--- config.mk ---
export PLATFORM = sky130hd
export DESIGN_NAME = core_control
export DESIGN_NICKNAME = d
export VERILOG_FILES = /design/src/rtl/core_control.sv
export SDC_FILE = /design/constraint.sdc
export NUM_CORES = 1
export LEC_CHECK = 0
export BUFFER_PORTS_ARGS = -buffer_cell sky130_fd_sc_hd__buf_2
export CORE_MARGIN = 10
export CORE_UTILIZATION = 40
export CTS_CLUSTER_SIZE = 25
export DETAILED_ROUTE_END_ITERATION = 16
export PLACE_DENSITY = 0.63
export SETUP_SLACK_MARGIN = 0.05
export SLEW_MARGIN = 20
export SYNTH_ARGS = -nofsm -noshare
export SYNTH_HDL_FRONTEND = slang
export SYNTH_SLANG_ARGS = --single-unit
--- constraint.sdc ---
create_clock -name clk -period 2.6 [get_ports clk]
set_input_delay 0.13 -clock clk [delete_from_list [all_inputs] [get_ports clk]]
set_output_delay 0.13 -clock clk [all_outputs]
set_load 0.03 [all_outputs]
--- src/rtl/core_control.sv ---
// 8085-style bus/timing controller: one-hot T-state sequencer for opcode fetch plus up to four extra machine cycles.
// Control pins and output enables are decoded from the current T-state and the latched instruction.
module core_control #(
  parameter int INSTSIZE   = 17,
  parameter int INST_GO6   = 0,
  parameter int INST_DAD   = 1,
  parameter int INST_HLT   = 2,
  parameter int INST_DIO   = 3,
  parameter int INST_CYL   = 4,
  parameter int INST_CYH   = 7,
  parameter int INST_RWL   = 8,
  parameter int INST_RWH   = 11,
  parameter int INST_CDL   = 12,
  parameter int INST_CDH   = 15,
  parameter int INST_CCC   = 16,
  parameter int IPIN_READY = 0,
  parameter int IPIN_HOLD  = 1,
  parameter int IPIN_COND  = 2,
  parameter int IPIN_COUNT = 3,
  parameter int OENB_COUNT = 3,
  parameter int OPIN_COUNT = 7
) (
  input  logic                  clk,
  input  logic                  rst,
  input  logic [INSTSIZE-1:0]   inst,
  input  logic [IPIN_COUNT-1:0] ipin,
  output logic [OENB_COUNT-1:0] oenb,
  output logic [OPIN_COUNT-1:0] opin
);

  typedef enum logic [9:0] {
    S_TR    = 10'b00_0000_0001,
    S_T1    = 10'b00_0000_0010,
    S_T2    = 10'b00_0000_0100,
    S_T3    = 10'b00_0000_1000,
    S_T4    = 10'b00_0001_0000,
    S_T5    = 10'b00_0010_0000,
    S_T6    = 10'b00_0100_0000,
    S_TW    = 10'b00_1000_0000,
    S_TH    = 10'b01_0000_0000,
    S_THOLD = 10'b10_0000_0000
  } state_t;

  state_t cstate, nstate, done_state;

  logic [INSTSIZE-1:1] ireg;
  logic [2:0] mcyc, mcyc_nxt;   // 0 = opcode fetch, 1..4 = M2..M5
  logic [1:0] idx;
  logic [3:0] cy_en, rem_mask, rem, rw, cd;
  logic       hold_req, halted;
  logic       ready, hold, cond;
  logic       is_m1, cur_hlt, cur_ccc, skip, end_cyc, go_halt;
  logic       bus, active, c_dad, c_wr, c_rd, c_iom;
  logic       dofirst, do_last;
  logic       ale, rd_n, wr_n, iom, s0, s1, hlda;

  assign ready = ipin[IPIN_READY];
  assign hold  = ipin[IPIN_HOLD];
  assign cond  = ipin[IPIN_COND];

  // The instruction is live on the inputs during T4 and only the latched copy is trusted afterwards.
  assign cy_en   = (cstate == S_T4) ? inst[INST_CYH:INST_CYL] : ireg[INST_CYH:INST_CYL];
  assign cur_hlt = (cstate == S_T4) ? inst[INST_HLT] : ireg[INST_HLT];
  assign cur_ccc = (cstate == S_T4) ? inst[INST_CCC] : ireg[INST_CCC];
  assign rw      = ireg[INST_RWH:INST_RWL];
  assign cd      = ireg[INST_CDH:INST_CDL];

  assign is_m1    = (mcyc == 3'd0);
  assign idx      = mcyc[1:0] - 2'd1;
  assign rem_mask = is_m1 ? 4'b1111 : (4'b1110 << idx);
  assign rem      = cy_en & rem_mask;
  assign skip     = is_m1 && cur_ccc && !cond;
  assign dofirst  = (rem == 4'b0000) || skip;

  always_comb begin
    mcyc_nxt = 3'd0;
    if (!dofirst) begin
      for (int i = 3; i >= 0; i--) begin
        if (rem[i]) mcyc_nxt = 3'(i + 1);
      end
    end
  end

  assign bus     = (cstate == S_T2) || (cstate == S_TW) || (cstate == S_T3);
  assign active  = bus || (cstate == S_T1) || (cstate == S_T4) || (cstate == S_T5) || (cstate == S_T6);
  assign do_last = !is_m1 && (rem == 4'b0000) && (bus || (cstate == S_T1));

  assign c_dad = !is_m1 && ireg[INST_DAD];
  assign c_wr  = !is_m1 && !c_dad && rw[idx];
  assign c_rd  = !is_m1 && !c_dad && !rw[idx];
  assign c_iom = !is_m1 && cd[idx] && ireg[INST_DIO];

  assign go_halt    = is_m1 && cur_hlt;
  assign end_cyc    = ((cstate == S_T3) && !is_m1) || ((cstate == S_T4) && !inst[INST_GO6]) || (cstate == S_T6);
  assign done_state = hold_req ? S_THOLD : (go_halt ? S_TH : S_T1);

  always_comb begin
    nstate = cstate;
    unique case (cstate)
      S_TR:    nstate = S_T1;
      S_T1:    nstate = S_T2;
      S_T2:    nstate = ready ? S_T3 : S_TW;
      S_TW:    nstate = ready ? S_T3 : S_TW;
      S_T3:    nstate = is_m1 ? S_T4 : done_state;
      S_T4:    nstate = inst[INST_GO6] ? S_T5 : done_state;
      S_T5:    nstate = S_T6;
      S_T6:    nstate = done_state;
      S_TH:    nstate = hold ? S_THOLD : S_TH;
      S_THOLD: nstate = hold ? S_THOLD : (halted ? S_TH : S_T1);
      default: nstate = S_TR;
    endcase
  end

  always_ff @(posedge clk or posedge rst) begin
    if (rst) begin
      cstate   <= S_TR;
      ireg     <= '0;
      mcyc     <= 3'd0;
      hold_req <= 1'b0;
      halted   <= 1'b0;
    end else begin
      cstate <= nstate;
      if (cstate == S_T4) ireg <= inst[INSTSIZE-1:1];
      if (cstate == S_T2 && hold) hold_req <= 1'b1;
      else if (cstate == S_THOLD) hold_req <= 1'b0;
      if (end_cyc) begin
        mcyc   <= go_halt ? 3'd0 : mcyc_nxt;
        halted <= go_halt;
      end
    end
  end

  // Idle-cycle (DAD) extras report as reads on S1/S0 but never strobe the bus.
  always_comb begin
    ale  = 1'b0;
    rd_n = 1'b1;
    wr_n = 1'b1;
    iom  = 1'b0;
    s0   = 1'b0;
    s1   = 1'b0;
    hlda = 1'b0;
    oenb = 3'b000;
    if (active || cstate == S_TW) begin
      ale  = (cstate == S_T1) && !c_dad;
      rd_n = !(bus && (is_m1 || c_rd));
      wr_n = !(bus && c_wr);
      iom  = c_iom;
      s1   = is_m1 || !c_wr;
      s0   = is_m1 || c_wr;
      oenb = {1'b1, (cstate == S_T1) || (bus && c_wr), (cstate == S_T1) || bus};
    end else if (cstate == S_TH) begin
      oenb = 3'b100;
    end else if (cstate == S_THOLD) begin
      hlda = 1'b1;
    end
  end

  assign opin = {hlda, s1, s0, iom, wr_n, rd_n, ale};

endmodule

==> impl_metrics.json, run 1 <==
{
  "synthTopCellsByArea": "dfrtp_1, mux2_2, nand2_1, nor2_1, buf_4",
  "die_area_um2": 7620,
  "tightest_slew_ps": 538,
  "min-delay-start": "ipin[0]",
  "start_util_pct": 41.3,
  "die_h_um": 87.3,
  "setup.worst_path.start_class": "flip-flop",
  "io_pins": 32,
  "drtAntennaViolNets": 0,
  "r2r-end": "mcyc[2]$_DFFE_PP0P_",
  "setup_slack_ps": 306,
  "synth_cells": 182,
  "totalWireLength_um": 4370,
  "fp.dieW_um": 87.3,
  "fin_crit_sh_pct": 88.2,
  "gp_congestion": 0.810,
  "final.setup.tns_ps": 0,
  "cts_root_buf": "clkbuf_8",
  "antenna_found_initial": 0,
  "critical_path_required_ps": 2470,
  "final_cell_area_um2": 2070,
  "diodes": 0,
  "min_period_ps": 2290,
  "fmax_ghz": 0.436,
  "async_flop_share_pct": 100,
  "final_nets": 234,
  "slew_viol_final": 0,
  "hold_slack_ps": 2.14,
  "worstSetupPathType": "flip-flop to output port",
  "min_to": "cstate[7]$_DFF_PP0_",
  "worst_setup_path_end_kind": "output port",
  "yosysWarnings": 0,
  "r2r-start": "cstate[1]$_DFF_PP0_",
  "r2r_cells": 6,
  "drv_cap": 0,
  "ir_worst_vdd_v": 0.000462,
  "ys_ff_latch": 31,
  "holdPathStages": 2,
  "grt_pass1_wl_um": 7420,
  "clkLatencyLatePin_ps": 300,
  "hold_path.class": "input pin to flip-flop",
  "rsz0062_at_grt": "false",
  "ys_seq_area_share_pct": 42.9,
  "syn-cell-area_um2": 1810,
  "grt-ovfl-total": 0,
  "grt_pass1_vias": 1504,
  "synth_fp_nets": 206,
  "cts_made_buffers": 5,
  "num_vias": 1466,
  "power_mw": 1.80,
  "synth_top_area_share_pct": 41.4,
  "setup_viol": 0,
  "dp_slack_ps": 471,
  "core_area_um2": 4380,
  "r2r_slack_ps": 470,
  "drt_pass1_iterations": 4,
  "crit_arrival_ps": 2160,
  "drc": 0,
  "rows": 24,
  "dp_hpwl_um": 3320,
  "avgRoutedWirePerCell_um": 16.6,
  "post_synth.cell_area_avg_um2": 9.95,
  "place_area_um2": 1970,
  "syn_to_final_growth_pct": 14.5,
  "synthFlopType": "dfrtp_1",
  "clk_pin_slew_ps": 80,
  "postCtsSetupRepairBufs": 0,
  "finalHoldViolCount": 0,
  "outcome": "finished clean",
  "cts_tree": "yes",
  "io_buffers": 31,
  "post_drt_via_cell_ratio": 5.57,
  "grt_usage_pct": 12.2,
  "synth_edf_count": 0,
  "timing.slew.headroom_pct": 64.0,
  "htree_num_levels": 2,
  "grt_max_degree": 32,
  "powerDensity_nw_per_um2": 866,
  "ys_types": 51,
  "drive_above_1_share_pct": 30.3,
  "leakagePower_nw": 0.929,
  "synth_area_leader_cell": "dfrtp_1",
  "dr.first_iter.drc_count": 125,
  "synth.most_common_cell": "dfrtp_1",
  "cts.path.max_buffers": 2,
  "synth_common_cells": "dfrtp_1, nand2_1, nor2_1",
  "cts_num_sinks": 31,
  "fin_skew_ps": 10.3,
  "crit_fanout": 7,
  "crit_start": "cstate[5]$_DFF_PP0_"
}
kinds of logic after synthesis:
| family | synth area share [%] |
|---|---|
| mux | 11.0 |
| fa+ha+maj | 1.38 |
| simple gates | 21.2 |
| buf+inv | 6.49 |
| xor+xnor | 1.45 |
| flops | 42.9 |
| compound gates | 15.6 |
metal layers:
| metal | vias up | GRT usage [%] | wire length [um] |
|---|---|---|---|
| met2 | 45 | 18.1 | 1960 |
| li1 | 712 | - | - |
| met5 | - | 0 | 0 |
| met3 | 8 | 4.21 | 251 |
| met1 | 701 | 15.9 | 2070 |
| met4 | 0 | 4.64 | 86 |
metrics by stage:
step / utilization (%) / instances
floorplan: - / 182
global placement: 44.9 / 254
detailed placement: 44.9 / 254
CTS: 47.2 / 263
global route: 47.3 / 263
finish: 47.3 / 263
worst max-delay path, stage by stage, from the launching register on:
cell and delay (ps):
dfrtp_1 460, nor3_1 420, nand2_1 160, or3_1 460, a21oi_1 140, buf_2 210
state kept, by name, indices dropped and copies added, names as in the netlist:
signal    count
cstate       10
halted        1
hold_req      1
ireg         16
mcyc          3
worst max path at each step:
stage	cells past startpoint	slack, ps	to
global route	6	130	opin[3]
global placement	6	480	mcyc[2]$_DFFE_PP0P_
floorplan	6	120	oenb[2]
detailed placement	6	470	mcyc[2]$_DFFE_PP0P_
CTS	7	220	opin[4]
finish	5	310	opin[0]
layout by cell type (no fill, tap or decap), types with 3 or more instances in the layout:
| cell type | count |
|---|---|
| a21oi_1 | 9 |
| o31ai_1 | 3 |
| nand2b_1 | 3 |
| mux2i_1 | 3 |
| nand3_1 | 5 |
| nor4_1 | 3 |
| nor2_1 | 16 |
| dfrtp_1 | 30 |
| buf_2 | 31 |
| nand2_1 | 17 |
| o21ai_0 | 9 |
| mux2_2 | 11 |
| inv_1 | 11 |
| clkbuf_8 | 5 |
layout make-up:
class / instances / area [um2]
Multi-Input combinational cell: 127 / 922
Inverter: 11 / 41.3
Timing Repair Buffer: 34 / 180
Fill cell: 430 / 2310
Sequential cell: 31 / 777
Clock inverter: 3 / 20.0
Clock buffer: 5 / 68.8
Tap cell: 52 / 65.1
what timing repair did:
| item | CTS | global route |
|---|---|---|
| setup endpoints to repair | 0 | 1 |
| hold buffers | 1 | 0 |
| endpoints found under the hold margin | 30 | 0 |
| resized for setup | 0 | 1 |
power breakdown:
| group | total, mW | switching (mW) | internal [mW] |
|---|---|---|---|
| logic | 0.686 | 0.423 | 0.263 |
| clock network | 0.391 | 0.205 | 0.186 |
| registers | 0.719 | 0.115 | 0.604 |
| total | 1.80 | 0.743 | 1.05 |
(Power assumes the default switching activity.)
==> run 2, diff against run 1 <==
Settings changed: ABC_AREA set to 1, CTS_CLUSTER_SIZE 25 to unset.
==> run 2 against run 1 <==
Critical path depth up 5. Clock power is 9.2% higher. Routed wire length fell by 4.3%. Synthesized cell count is 36% higher. Register-to-register slack gained 290 ps. Clock skew fell by 3.6 ps. Combinational power is 11% higher. Non-clock buffer count increased by 2. Largest cell class unchanged. Setup slack gained 42 ps.
==> impl_metrics.json, run 2 <==
{
  "htree_num_levels": 2,
  "synth_top_area_share_pct": 40.5,
  "fin_util_pct": 48.7,
  "holdPathStages": 3,
  "powerDensity_nw_per_um2": 884,
  "avgRoutedWirePerCell_um": 12.5,
  "final.setup.tns_ps": 0,
  "synth_compound_area_share_pct": 6.41,
  "fmax_ghz": 0.444,
  "ys_seq_area_share_pct": 41.9,
  "tightest_slew_ps": 406,
  "synth_cells": 248,
  "synth-simple-area-share_pct": 37.6,
  "core_area_um2": 4410,
  "cts_num_sinks": 31,
  "syn_to_final_growth_pct": 15.9,
  "rows": 24,
  "io_pins": 32,
  "setup.worst_path.start_class": "flip-flop",
  "synthXorXnorAreaFrac_pct": 0,
  "fin_crit_sh_pct": 86.6,
  "crit_slowest_cell": "dfrtp_2",
  "ys_ff_latch": 31,
  "synthTopCellsByArea": "dfrtp_1, nand2_1, inv_1, nor2_1, nand3_1",
  "switching_share_pct": 40.6,
  "cts_made_buffers": 5,
  "muxShareOfSynthArea_pct": 0,
  "cpLargestDelayFamily": "simple AND/OR/NAND/NOR gates",
  "critical_path_required_ps": 2470,
  "io_buffers": 31,
  "worst-path-stages": 10,
  "synth_edf_count": 0,
  "worst_setup_path_end_kind": "output port",
  "gp_congestion": 0.821,
  "crit_path_max_incr_delay_ps": 430,
  "setup_viol": 0,
  "place_area_um2": 2030,
  "drv_cap": 0,
  "grt_pass1_vias": 1631,
  "crit_fanout": 9,
  "fp.dieW_um": 88.1,
  "synth.most_common_cell": "nand2_1",
  "post_drt_via_cell_ratio": 4.75,
  "grt-ovfl-total": 0,
  "seqPwrFrac_pct": 37.4,
  "synth_adder_area_share_pct": 1.35,
  "finalHoldViolCount": 0,
  "switchingPower_mw": 0.772,
  "synth_area_leader_cell": "dfrtp_1",
  "cts_tree": "yes",
  "die_h_um": 88.1,
  "yosysWarnings": 0,
  "antenna_found_initial": 0,
  "synth_common_cells": "nand2_1, inv_1, dfrtp_1",
  "r2r_cells": 12,
  "drive_above_1_share_pct": 25.1,
  "num_vias": 1592,
  "start_util_pct": 42.0,
  "hold_path.class": "input pin to flip-flop",
  "top_register": "ireg",
  "die_area_um2": 7760,
  "p_int_mw": 1.13,
  "synth_top_family_by_area": "simple AND/OR/NAND/NOR gates",
  "synthFlopType": "dfrtp_1",
  "cts_root_buf": "clkbuf_8",
  "grt_pass1_wl_um": 7520,
  "power_mw": 1.90,
  "path_buf_inv": 2,
  "clkLatencyLatePin_ps": 290,
  "crit_arrival_ps": 2120,
  "postCtsSetupRepairBufs": 0,
  "drc": 0,
  "slew_viol_final": 0,
  "dp_hpwl_um": 3290,
  "biggestRegsByFlops": "ireg x16, cstate x10, mcyc x3",
  "final_cell_area_um2": 2150,
  "pwr-share-comb_pct": 40.1,
  "dr.first_iter.drc_count": 69,
  "grt_usage_pct": 12.2,
  "final_nets": 306,
  "crit_chain": "inv_1 -> ha_1 -> a21oi_1 -> o21ai_0 -> o21ai_0 -> nand2_1 -> nor2_1 -> nor2_1 -> nor2_2 -> buf_2",
  "cts.path.max_buffers": 2,
  "layout_commonest_cell": "nand2_1",
  "async_flop_share_pct": 100,
  "ir_worst_vdd_v": 0.000398,
  "totalWireLength_um": 4180,
  "grt_max_degree": 32,
  "final_cell_mix": "nand2_1, inv_1, buf_2, dfrtp_1, nor2_1",
  "worstSetupPathType": "flip-flop to output port",
  "ys_types": 32,
  "drtAntennaViolNets": 0,
  "leakagePower_nw": 1.17,
  "rsz0062_at_grt": "false",
  "p_clk_share_pct": 22.5,
  "syn-cell-area_um2": 1860,
  "clk_pin_slew_ps": 70,
  "drt_pass1_iterations": 4,
  "largest_reg_flops": 16,
  "post_synth.cell_area_avg_um2": 7.48,
  "outcome": "finished clean",
  "synth_fp_nets": 272,
  "timing.slew.headroom_pct": 73.0,
  "min_period_ps": 2250,
  "diodes": 0,
  "fin_skew_ps": 6.66
}
-- run 2: cell types whose count changed in the layout (fill, tap and decap cells not counted), sizes merged, moves of 5 or more --
cell	change
nand2	+51
inv	+33
nand3	+18
nor2	+18
mux2	-11
a21oi	-6
o31ai	-5
-- run 2: per-stage QoR --
stage / setup slack [ps] / std cells / hold WS (ps)
5_1_grt: 133 / 335 / 38.5
4_1_cts: 296 / 334 / 0.536
3_3_place_gp: 651 / 325 / 233
2_1_floorplan: 800 / 248 / 196
6_report: 347 / 335 / 35.5
3_5_place_dp: 599 / 325 / 235
-- run 2: power groups by stage --
stage	clock network (mW)	registers [mW]	logic, mW
after floorplan	0	0.699	0.637
after global placement	0	0.718	0.767
after detailed placement	0	0.721	0.770
after CTS	0.434	0.712	0.775
after global routing	0.462	0.732	0.881
final	0.427	0.711	0.762
-- run 2: cell type report --
type | instances | area (um2)
Fill cell | 440 | 2260
Tap cell | 52 | 65.1
Sequential cell | 31 | 778
Inverter | 44 | 168
Multi-Input combinational cell | 164 | 842
Clock buffer | 8 | 100
Timing Repair Buffer | 36 | 198
-- run 2: worst register-to-register path: cells and delay by family, from the launching register on --
family	cells	cell delay, ps
simple gates	8	850
fa+ha+maj	1	210
flops	1	430
buf+inv	3	250
-- run 2: per-layer routing --
| layer | vias up | track usage, % | routed length [um] |
|---|---|---|---|
| li1 | 829 | - | - |
| met1 | 734 | 14.6 | 1900 |
| met2 | 22 | 20.0 | 2030 |
| met3 | 7 | 4.18 | 186 |
| met4 | 0 | 3.85 | 57 |
| met5 | - | 0 | 0 |
-- run 2: cells by family (layout without fill, tap and decap cells) --
| family | count (synthesis) | in the layout |
|---|---|---|
| buffers and inverters | 53 | 88 |
| AOI/OAI and AO/OA | 21 | 21 |
| and+or+nand+nor | 141 | 141 |
| adders and majority gates | 2 | 2 |
| DFF | 31 | 31 |
-- run 2: path summary, 6_finish.rpt --
| kind | to | start | slack (ps) |
|---|---|---|---|
| setup / recovery | opin[4] | mcyc[0]$_DFFE_PP0P_ | 350 |
| hold / removal | ireg[9]$_DFFE_PP0P_ | inst[9] | 40 |
| setup reg to reg | mcyc[0]$_DFFE_PP0P_ | mcyc[0]$_DFFE_PP0P_ | 760 |
| hold reg to reg | ireg[3]$_DFFE_PP0P_ | ireg[3]$_DFFE_PP0P_ | 480 |
| max in group asynchronous | cstate[0]$_DFF_PP1_ | rst | 1810 |
| min in group asynchronous | ireg[10]$_DFFE_PP0P_ | rst | 460 |
-- run 2: what timing repair did --
item / in CTS / in global routing
endpoints found under the setup margin: 0 / 1
hold buffers: 1 / 1
hold endpoints to repair: 30 / 1
gates resized for setup: 0 / 1
==> run 3, diff against run 2 <==
Clock period 2.6 ns to 2.67 ns, I/O delays scaled along.
==> run 3 against run 2 <==
Non-clock buffer count shrank 2. Total power shrank 6.2%. Critical path depth is the same. Global-route usage shrank 0.31 points. Combinational power shrank 2.9%.
==> impl_metrics.json, run 3 (same netlist as run 2, synthesis figures left out) <==
{
  "outcome": "finished clean",
  "htree_num_levels": 2,
  "grt_pass1_vias": 1541,
  "setup_viol": 0,
  "grt_max_degree": 32,
  "drive_above_1_share_pct": 24.2,
  "clkLatencyLatePin_ps": 280,
  "power_mw": 1.78,
  "drt_pass1_iterations": 4,
  "dp_slack_ps": 602,
  "cts_num_sinks": 31,
  "cpLargestDelayFamily": "simple AND/OR/NAND/NOR gates",
  "setup.worst_path.start_class": "flip-flop",
  "drv_cap": 0,
  "critical_path_required_ps": 2540,
  "routed.top_layer": "met4",
  "cts_tree": "yes",
  "slew_viol_final": 0,
  "grt_usage_pct": 11.9,
  "postCtsSetupRepairBufs": 0,
  "final_nets": 304,
  "core_area_um2": 4410,
  "timing.slew.headroom_pct": 73.5,
  "setup_slack_ps": 374,
  "num_vias": 1563,
  "dp.cells": 324,
  "clk_pin_slew_ps": 60,
  "avgRoutedWirePerCell_um": 12.6,
  "diodes": 0,
  "drtAntennaViolNets": 0,
  "totalWireLength_um": 4200,
  "drc": 0,
  "wl_met2_um": 2090,
  "cts.path.max_buffers": 2,
  "antenna_found_initial": 0,
  "rows": 24,
  "min_period_ps": 2300,
  "ir_worst_vdd_v": 0.000318,
  "die_h_um": 88.1,
  "fmax_ghz": 0.436,
  "die_area_um2": 7760,
  "fin_util_pct": 47.9,
  "crit_chain": "inv_1 -> ha_1 -> a21oi_1 -> o21ai_0 -> o21ai_0 -> nand2_1 -> nor2_1 -> nor2_1 -> nor2_2 -> buf_2",
  "io_pins": 32,
  "crit_arrival_ps": 2160,
  "met3_length_um": 198,
  "grt_pass1_wl_um": 7250,
  "hold_path.class": "input pin to flip-flop",
  "cts_root_buf": "clkbuf_8",
  "final_cell_area_um2": 2110,
  "crit_fanout": 9,
  "dp_hpwl_um": 3360,
  "met1_length_um": 1850,
  "start_util_pct": 42.0,
  "largest_reg_flops": 16,
  "layout_commonest_cell": "nand2_1",
  "leakagePower_nw": 1.15,
  "top_register": "ireg",
  "worstSetupPathType": "flip-flop to output port",
  "io_buffers": 31,
  "place_area_um2": 2020,
  "finalNonFillerCells": 333,
  "fp.dieW_um": 88.1,
  "tightest_slew_ps": 397,
  "biggestRegsByFlops": "ireg x16, cstate x10, mcyc x3",
  "finalHoldViolCount": 0,
  "crit_path_max_incr_delay_ps": 430,
  "worst_setup_path_end_kind": "output port",
  "powerDensity_nw_per_um2": 844,
  "fin_crit_sh_pct": 86.0,
  "path_buf_inv": 2,
  "hold_slack_ps": 13.3,
  "fin_skew_ps": 3.06,
  "gp_congestion": 0.892,
  "final_cell_mix": "nand2_1, inv_1, buf_2, dfrtp_1, nor2_1",
  "final.setup.tns_ps": 0,
  "rsz0062_at_grt": "false",
  "post_drt_via_cell_ratio": 4.69,
  "dr.first_iter.drc_count": 88,
  "crit_slowest_cell": "dfrtp_2",
  "cts_made_buffers": 5,
  "syn_to_final_growth_pct": 13.9,
  "grt-ovfl-total": 0
}
-- run 3: changes by cell type in the layout (fill, tap and decap cells not counted) --
cell,previous run,this run
dlygate4sd3_1,2,1
clkbuf_8,7,5
buf_4,3,2
clkbuf_1,1,3
-- run 3: routing by layer --
layer	up-vias	GRT usage, %
met3	7	3.06
li1	826	-
met1	694	14.5
met4	0	4.28
met5	-	0
met2	36	19.6
-- run 3: timing repair --
item | CTS | global route
gates resized for setup | 0 | 1
endpoints found under the hold margin | 30 | 0
endpoints found under the setup margin | 0 | 2
hold buffers | 1 | 0
-- run 3: area by class of cell --
class	count	area, um2
multi-input cells	164	842
clock buffers	8	80.1
fillers	458	2300
well taps	52	65.1
repair buffers	34	180
flip-flops and latches	31	778
inverters	44	168
-- run 3: worst reg2reg max path, stage by stage (launching register included) --
cell     delay (ps)
dfrtp_2         430
inv_1            90
ha_1            210
inv_1            50
or2_1           240
inv_1           160
or2_2           320
nand3_1         110
nand2_1          60
nand2_1          70
nand2_1          70
nand2_1          70
nand2_1          50
-- run 3: path summary, 6_finish.rpt --
kind / start / cells past startpoint / to / slack [ps]
hold / removal: ipin[0] / 2 / cstate[7]$_DFF_PP0_ / 10
min in group asynchronous: rst / 4 / ireg[13]$_DFFE_PP0P_ / 470
hold reg to reg: ireg[15]$_DFFE_PP0P_ / 2 / ireg[15]$_DFFE_PP0P_ / 470
setup / recovery: mcyc[0]$_DFFE_PP0P_ / 10 / opin[4] / 370
max in group asynchronous: rst / 4 / cstate[0]$_DFF_PP1_ / 1870
setup reg to reg: mcyc[0]$_DFFE_PP0P_ / 12 / mcyc[2]$_DFFE_PP0P_ / 650
-- run 3: power by group --
group | internal, mW | total, mW | switching (mW)
Sequential | 0.621 | 0.693 | 0.0721
Clock | 0.185 | 0.350 | 0.165
Combinational | 0.241 | 0.740 | 0.500
Total | 1.05 | 1.78 | 0.737
